**src/rtl/fetch_unit.sv**
```systemverilog
// rtl/fetch_unit.sv - instruction fetch: PC generation, imem read, fetch queue; optional FETCH_PERF_EN perf counters
module fetch_unit #(
  parameter logic [15:0] RESET_PC    = 16'h0000,
  parameter int          QUEUE_DEPTH = 4,
  parameter int          CNT_W       = 3
) (
  input  logic             clk,
  input  logic             rst,
  input  logic             isbranchtaken,
  input  logic [15:0]      branchpc,
  output logic             imem_req,
  output logic [15:0]      imem_addr,
  input  logic [15:0]      imem_rdata,
  output logic             out_valid,
  input  logic             out_ready,
  output logic [15:0]      out_pc,
  output logic [15:0]      out_instr,
  output logic [CNT_W-1:0] queue_count
`ifdef FETCH_PERF_EN
  ,
  output logic [31:0]      perf_fetched,
  output logic [31:0]      perf_flushed
`endif
);

  localparam int               PTR_W      = $clog2(QUEUE_DEPTH);
  localparam logic [CNT_W:0]   OCC_LIMIT  = (CNT_W+1)'(QUEUE_DEPTH);
  localparam logic [CNT_W-1:0] FULL_COUNT = CNT_W'(QUEUE_DEPTH);

  logic [15:0]      r_pc;
  logic [15:0]      r_req_pc;
  logic             r_inflight;
  logic [15:0]      r_q_pc    [QUEUE_DEPTH];
  logic [15:0]      r_q_instr [QUEUE_DEPTH];
  logic [PTR_W-1:0] r_head;
  logic [PTR_W-1:0] r_tail;
  logic [CNT_W-1:0] r_count;

  logic [CNT_W:0]   w_occupancy;
  logic             w_issue;
  logic             w_push;
  logic             w_pop;
  logic             w_empty;

  // Entries held plus the one response still on its way; issuing only below
  // the depth guarantees every response has a slot when it lands.
  assign w_occupancy = {1'b0, r_count} + {{CNT_W{1'b0}}, r_inflight};
  assign w_issue     = !rst && !isbranchtaken && (w_occupancy < OCC_LIMIT);
  assign w_empty     = (r_count == '0);
  // A redirect discards the response arriving this cycle and empties the queue,
  // so neither push nor pop takes effect then.
  assign w_push      = r_inflight && !isbranchtaken;
  assign w_pop       = !w_empty && out_ready && !isbranchtaken;

  assign imem_req    = w_issue;
  assign imem_addr   = r_pc;
  assign out_valid   = !w_empty && !isbranchtaken;
  assign out_pc      = w_empty ? 16'h0000 : r_q_pc[r_head];
  assign out_instr   = w_empty ? 16'h0000 : r_q_instr[r_head];
  assign queue_count = r_count;

  // PC advance, redirect, and tracking of the single outstanding request
  always_ff @(posedge clk) begin
    if (rst) begin
      r_pc       <= RESET_PC;
      r_req_pc   <= 16'h0000;
      r_inflight <= 1'b0;
    end else if (isbranchtaken) begin
      r_pc       <= branchpc;
      r_inflight <= 1'b0;
    end else begin
      r_inflight <= w_issue;
      if (w_issue) begin
        r_pc     <= r_pc + 16'h0001;
        r_req_pc <= r_pc;
      end
    end
  end

  // Queue pointers and occupancy; pointers wrap naturally at the power-of-2 depth
  always_ff @(posedge clk) begin
    if (rst || isbranchtaken) begin
      r_head  <= '0;
      r_tail  <= '0;
      r_count <= '0;
    end else begin
      if (w_push) r_tail <= r_tail + 1'b1;
      if (w_pop)  r_head <= r_head + 1'b1;
      case ({w_push, w_pop})
        2'b10:   r_count <= r_count + 1'b1;
        2'b01:   r_count <= r_count - 1'b1;
        default: r_count <= r_count;
      endcase
    end
  end

  // Queue storage; contents are only visible through the head when non-empty
  always_ff @(posedge clk) begin
    if (!rst && w_push) begin
      r_q_pc[r_tail]    <= r_req_pc;
      r_q_instr[r_tail] <= imem_rdata;
    end
  end

  a_no_overflow: assert property (@(posedge clk) disable iff (rst)
    w_push |-> (r_count != FULL_COUNT));

`ifdef FETCH_PERF_EN
  logic [32:0] w_fetched_sum;
  logic [32:0] w_flushed_sum;

  assign w_fetched_sum = {1'b0, perf_fetched} + 33'(w_push);
  assign w_flushed_sum = {1'b0, perf_flushed} + 33'(w_occupancy);

  // Saturating counts of pushed instructions and of work discarded by redirects
  always_ff @(posedge clk) begin
    if (rst) begin
      perf_fetched <= 32'h0000_0000;
      perf_flushed <= 32'h0000_0000;
    end else begin
      if (w_push)
        perf_fetched <= w_fetched_sum[32] ? 32'hFFFF_FFFF : w_fetched_sum[31:0];
      if (isbranchtaken)
        perf_flushed <= w_flushed_sum[32] ? 32'hFFFF_FFFF : w_flushed_sum[31:0];
    end
  end
`else
  // No performance counters in this build.
`endif

endmodule

```
**config.mk**
```make
export PLATFORM = sky130hd
export DESIGN_NAME = fetch_unit
export DESIGN_NICKNAME = d
export VERILOG_FILES = /design/src/rtl/fetch_unit.sv
export SDC_FILE = /design/constraint.sdc
export NUM_CORES = 1
export LEC_CHECK = 0
export CAP_MARGIN = 40
export CORE_ASPECT_RATIO = 0.6
export CORE_UTILIZATION = 55
export CTS_CLUSTER_DIAMETER = 60
export DETAILED_ROUTE_END_ITERATION = 16
export PLACE_DENSITY_LB_ADDON = 0.08
export SYNTH_ARGS = -nofsm -noshare
export SYNTH_HDL_FRONTEND = slang
export SYNTH_SLANG_ARGS = --single-unit
```
**constraint.sdc**
```tcl
create_clock -name clk -period 2.5 [get_ports clk]
set_input_delay 0.625 -clock clk [delete_from_list [all_inputs] [get_ports clk]]
set_output_delay 0.625 -clock clk [all_outputs]
set_load 0.1 [all_outputs]
```
==> results of run 1 <==
-- worst paths after layout --
path                                       end            from  cells after the start  slack [ns]
worst min register to register    r_req_pc[15]   imem_addr[15]                      2        0.50
worst max-delay path                out_pc[14]       flip-flop                      5       -0.05
worst max register to register  queue_count[2]  queue_count[0]                      8        0.44
worst min-delay path              r_req_pc[15]   imem_addr[15]                      2        0.50
-- through the flow --
step	cell area, sq um	utilization, %	hold slack (ns)	instances
2_1_floorplan	7040	-	0.460	444
3_3_place_gp	8670	72.1	0.481	709
3_5_place_dp	8670	72.1	0.481	709
4_1_cts	9330	77.6	0.497	743
5_1_grt	9440	78.5	0.525	747
6_report	9440	78.5	0.498	747
-- critical path: cells and delay by family (launching register included) --
kind,cells,cell delay [ns]
flops,1,0.36
buf+inv,3,0.50
mux,1,0.48
simple gates,1,0.15
-- layer usage --
metal / routed length, microns / up-vias
met5: 0 / -
met4: 155 / 0
met3: 1050 / 16
met2: 7040 / 159
met1: 6670 / 2209
li1: - / 1945
-- Yosys cell counts, drive strengths merged (3+ instances only) --
cell | count | share of area [%]
edfxtp | 128 | 57
nand2 | 49 | 2.7
dfxtp | 42 | 12
mux4 | 32 | 11
nor2b | 32 | 2.9
a21oi | 30 | 2.3
clkbuf | 16 | 0.90
inv | 15 | 0.83
nor2 | 13 | 0.72
buf | 8 | 0.66
a31oi | 6 | 0.55
ha | 6 | 1.1
nand3 | 6 | 0.44
and3 | 5 | 0.46
nor3 | 5 | 0.37
nor4 | 5 | 0.55
o311ai | 4 | 0.52
a311o | 3 | 0.44
nand4 | 3 | 0.37
o311a | 3 | 0.44
or3 | 3 | 0.28
or4 | 3 | 0.39
-- cell families (layout without fill, tap and decap cells) --
group                    after synthesis  in the layout  synth area share [%]
flip-flops                           170            170                  69.0
AND/OR/NAND/NOR                      131            131                  9.99
AO/OA/AOI/OAI                         56             56                  5.33
buffers and inverters                 40            178                  2.45
multiplexers                          36             36                  11.3
adder cells (fa/ha/maj)                7              7                  1.40
XOR/XNOR                               4              4                 0.516
-- cell type report --
class                   instances  area, sq um  area share, %
clock buffers                  17          425           4.51
clock inverters                15          178           1.88
inverters                      16         60.1          0.637
multi-input cells             234         2200           23.3
flip-flops and latches        170         4700           49.8
well taps                     165          206           2.19
repair buffers                130         1670           17.7
-- what timing repair did --
| action | 4_1_cts | 5_1_grt |
|---|---|---|
| resized for setup | 5 | 9 |
| gates cloned | 1 | 2 |
| endpoints found under the setup margin | 31 | 32 |
| setup buffers | 1 | 2 |
-- flip-flops by register name, summed over array words and instances, names as in the netlist, named ones only --
register / count
r_q_instr: 64
r_req_pc: 16
r_tail: 2
queue_count: 3
r_head: 2
r_inflight: 1
imem_addr: 16
r_q_pc: 64
-- where the power goes --
part           leakage (nW)  internal (mW)  switching, mW
clock network         0.293           1.52           1.15
logic                  1.43          0.170          0.305
registers              1.60           3.05         0.0408
total                  3.33           4.74           1.50
==> results_dict.tcl, run 1 <==
set metrics [dict create \
    status "finished, violations left" \
    violations_in_the_final_reports "negative setup slack" \
    antenna-diode-count 0 \
    seq_area_frac_synth_pct 69.0 \
    critical_path.max_stage_delay_ns 0.48 \
    setup_total_negative_slack_ns -0.550 \
    globalRoute.totalOverflow 0 \
    vias 4329 \
    numCtsBuffers 17 \
    timing.max_cap.violations 0 \
    routing_usage_on_met2_pct 39.2 \
    syn_area_per_cell_sq_um 15.3 \
    worstPathCellList "buf_6 -> clkbuf_16 -> mux4_2 -> nor2b_4 -> buf_12" \
    final_layout_size_suffix_gt1_share_pct 36.1 \
    drc 0 \
    drt_pre_antenna_iters 5 \
    cts.htree.levels 4 \
    drt-total-wl_microns 14900 \
    routability_congestion 0.893 \
    row_count 31 \
    synth-edff-count 128 \
    critPathRequiredTime_ns 1.88 \
    vias_in_the_first_global_route 4233 \
    critPathArrivalTime_ns 1.92 \
    clock_tree_from_tritoncts "done" \
    gr-usage-met3_pct 7.08 \
    place.port_buffers 88 \
    critical_path_peak_fanout 4 \
    ir_worst_vdd_uv 573 \
    routedWlPerCell_microns 20.0 \
    cts_stage_hold_buffer_count 0 \
    die-width_microns 145 \
    root_buffer "sky130_fd_sc_hd__clkbuf_16" \
    start_util_pct 56.5 \
    clock-skew-final_ns 0.00736 \
    hold_viol_final 0 \
    synth_seq_cells 170 \
    grt_usage_pct 24.1 \
    timing_worst_setup_path_type "flip-flop to output port" \
    p_total_mw 6.23 \
    drt-initial-drc-count 400 \
    unrepaired_setup_endpoints_after_global_routing "yes" \
    die_h_microns 88.1 \
    synthFlopType "sky130_fd_sc_hd__edfxtp_1" \
    clockBufferDepth 2 \
    flow.area_growth_from_synthesis_pct 39.0 \
    synthArstFlopShare_pct 0 \
    clock-sinks 170 \
    cpMaxStageDelayCell "sky130_fd_sc_hd__mux4_2" \
    mostFrequentLayoutCells "128 x sky130_fd_sc_hd__edfxtp_1, 49 x sky130_fd_sc_hd__nand2_1, 45 x sky130_fd_sc_hd__buf_4" \
    gr-usage-met1_pct 32.4 \
    route.detailed.vias_per_inst 5.80 \
    insertion_delay_ns 0.42 \
    number_of_antenna_violations_at_the_first_check_in_global_routing 0 \
    finalWorstPathRequiredPeriod_ns 2.55 \
    globalRoute.busiestLayer "met2" \
    timing.critical_path.from_type "flip-flop" \
    clk_transition_reported_paths_ns 0.07 \
    yosys.cell_types.count 53 \
    slew_headroom_pct 64.8 \
    p_leak_nw 3.33 \
    drv_slew 0 \
    crit_path_end_kind "output port" \
    layout_worst_path_cycle_share_pct 102 \
    dp.final_hpwl_microns 9350 \
    timing.fmax_mhz 393 \
    netlist_area_sq_mm 0.00679 \
    layout.nets 612 \
    post-route-worst-setup-slack_ns -0.0457 \
    synth.yosys.warnings 0 \
    fill_cells 672 \
    wire_length_of_the_first_global_routing_pass_microns 22600 \
    pwr_density_cell_mw_per_mm2 661 \
    mappedNetlistNets 487 \
    design.portCount 89 \
    dpl_worst_slack_ns -0.223 \
    tightest_slew_ns 0.524 \
    route.antenna.remaining_nets 0 \
    count_of_endpoints_failing_setup_in_the_final_report 23 \
    grt_max_degree 33 \
    core_area_sq_mm 0.0120 \
    final_common_cell "sky130_fd_sc_hd__edfxtp_1" \
    floorplan.die_area_sq_mm 0.0128 \
    min_path_type "flip-flop to flip-flop" \
    syn-instance-count 444 \
]
Note: power is estimated with default switching activity, not from simulation.
==> inputs of run 2 (changes only) <==
--- a/config.mk
+++ b/config.mk
@@ -8,9 +8,11 @@
 export CAP_MARGIN = 40
 export CORE_ASPECT_RATIO = 0.6
 export CORE_UTILIZATION = 55
+export CTS_BUF_LIST = sky130_fd_sc_hd__clkbuf_16
 export CTS_CLUSTER_DIAMETER = 60
 export DETAILED_ROUTE_END_ITERATION = 16
 export PLACE_DENSITY_LB_ADDON = 0.08
+export RECOVER_POWER = 100
 export SYNTH_ARGS = -nofsm -noshare
 export SYNTH_HDL_FRONTEND = slang
 export SYNTH_SLANG_ARGS = --single-unit
==> results_dict.tcl, run 2 (synthesis gave the netlist of run 1 again) <==
set metrics [dict create \
    power.combinational.fraction_pct 7.2 \
    clock_tree_from_tritoncts "done" \
    clock-skew-final_ns 0.00693 \
    row_count 31 \
    pwr_density_cell_mw_per_mm2 670 \
    number_of_antenna_violations_at_the_first_check_in_global_routing 0 \
    timing.fmax_mhz 393 \
    unrepaired_setup_endpoints_after_global_routing "yes" \
    timing.max_cap.violations 0 \
    post-route-worst-setup-slack_ns -0.0417 \
    drt-total-wl_microns 14900 \
    cpMaxStageDelayCell "sky130_fd_sc_hd__mux4_2" \
    numCtsBuffers 17 \
    cts.htree.levels 4 \
    globalRoute.totalOverflow 0 \
    design.portCount 89 \
    status "finished, violations left" \
    hold_viol_final 0 \
    antenna-diode-count 0 \
    timing.critical_path.from_type "flip-flop" \
    clockBufferDepth 2 \
    slew_headroom_pct 38.8 \
    critPathBufInv 3 \
    finalWorstPathRequiredPeriod_ns 2.54 \
    core_area_sq_mm 0.0120 \
    drt-initial-drc-count 351 \
    violations_in_the_final_reports "negative setup slack" \
    route.antenna.remaining_nets 0 \
    layout.nets 612 \
    clock-sinks 170 \
    dp.final_hpwl_microns 9350 \
    critPathRequiredTime_ns 1.88 \
    crit_path_end_kind "output port" \
    dpl_worst_slack_ns -0.223 \
    final_common_cell "sky130_fd_sc_hd__edfxtp_1" \
    routability_congestion 0.893 \
    root_buffer "sky130_fd_sc_hd__clkbuf_16" \
    cts_stage_hold_buffer_count 0 \
    p_clk_share_pct 43.0 \
    critPathTopFamily "buffers and inverters" \
    netSwitchingPower_mw 1.49 \
    start_util_pct 56.5 \
    layout_worst_path_cycle_share_pct 102 \
    clk_transition_reported_paths_ns 0.07 \
    floorplan.die_area_sq_mm 0.0128 \
    vias_in_the_first_global_route 4233 \
    critical_path_peak_fanout 4 \
    tightest_slew_ns 0.917 \
    p_sw_share_pct 24.1 \
    p_seq_share_pct 49.8 \
    p_leak_nw 3.25 \
    die_h_microns 88.1 \
    mostFrequentLayoutCells "128 x sky130_fd_sc_hd__edfxtp_1, 49 x sky130_fd_sc_hd__nand2_1, 37 x sky130_fd_sc_hd__dfxtp_1" \
    count_of_endpoints_failing_setup_in_the_final_report 22 \
    biggestRegsByFlops "r_q_instr x64, r_q_pc x64" \
    vias 4346 \
    grt_max_degree 33 \
    final_layout_size_suffix_gt1_share_pct 33.0 \
    grt_usage_pct 24.1 \
    wire_length_of_the_first_global_routing_pass_microns 22600 \
    drc 0 \
    drv_slew 0 \
    flow.area_growth_from_synthesis_pct 36.4 \
    internal_power_mw 4.71 \
    place.port_buffers 88 \
    critical_path.max_stage_delay_ns 0.48 \
    insertion_delay_ns 0.42 \
    worstPathCellList "buf_6 -> clkbuf_16 -> mux4_2 -> nor2b_4 -> buf_12" \
    ir_worst_vdd_uv 573 \
    postLayoutCoreUtil_pct 77.0 \
    min_path_type "flip-flop to flip-flop" \
    critPathArrivalTime_ns 1.92 \
    route.detailed.vias_per_inst 5.82 \
    routedWlPerCell_microns 20.0 \
    timing_worst_setup_path_type "flip-flop to output port" \
    die-width_microns 145 \
    drt_pre_antenna_iters 5 \
]
run 2: what timing repair did:
item / 4_1_cts / 5_1_grt
hold endpoints to repair: 0 / 0
endpoints found under the setup margin: 31 / 32
cloned: 1 / 2
gates resized for setup: 5 / 9
buffers inserted: 1 / 2
run 2: layout make-up:
type	count	area (sq um)
tap	165	206
fill	715	2760
clock buffer	17	425
clock inverter	15	178
sequential	170	4700
inverter	16	60.1
timing repair buffer	130	1500
multi-input combinational	234	2190
run 2: final timing paths:
| path | from | end | slack [ns] | cells past startpoint |
|---|---|---|---|---|
| min | r_req_pc[13] | r_req_pc[13] | 0.50 | 2 |
| min reg2reg | r_req_pc[13] | r_req_pc[13] | 0.50 | 2 |
| max | flip-flop | out_pc[14] | -0.04 | 5 |
| max reg2reg | r_inflight | r_req_pc[14] | 0.13 | 6 |
run 2: tightest hold or removal path: stages (launching register included):
cell and delay (ns):
sky130_fd_sc_hd__dfxtp_1 0.34, sky130_fd_sc_hd__nand2_1 0.06, sky130_fd_sc_hd__a21oi_1 0.05
run 2: per-layer routing:
layer  global-route usage (%)  up-vias  wire [microns]
met5                        0        -               0
met4                     6.70        0             144
met3                     7.08       15            1060
met2                     39.2      175            7050
met1                     32.4     2211            6650
li1                         -     1945               -
run 2: through the flow:
| stage | cells | instance area (sq um) | TNS [ns] | hold WS, ns | power, mW |
|---|---|---|---|---|---|
| floorplan | 444 | 7040 | -0.0187 | 0.460 | 3.43 |
| global placement | 709 | 8670 | -0.436 | 0.481 | 3.61 |
| detailed placement | 709 | 8670 | -0.667 | 0.481 | 3.62 |
| CTS | 743 | 9330 | -0.766 | 0.497 | 6.26 |
| global route | 747 | 9260 | -1.96 | 0.524 | 6.39 |
| finish | 747 | 9260 | -0.519 | 0.498 | 6.20 |
run 2: power by group through the flow:
stage / sequential, mW / combinational [mW] / clock, mW
after floorplan: 3.25 / 0.175 / 0
after global placement: 3.15 / 0.459 / 0
after detailed placement: 3.15 / 0.466 / 0
after CTS: 3.09 / 0.471 / 2.69
after global routing: 3.09 / 0.469 / 2.82
final: 3.09 / 0.448 / 2.67
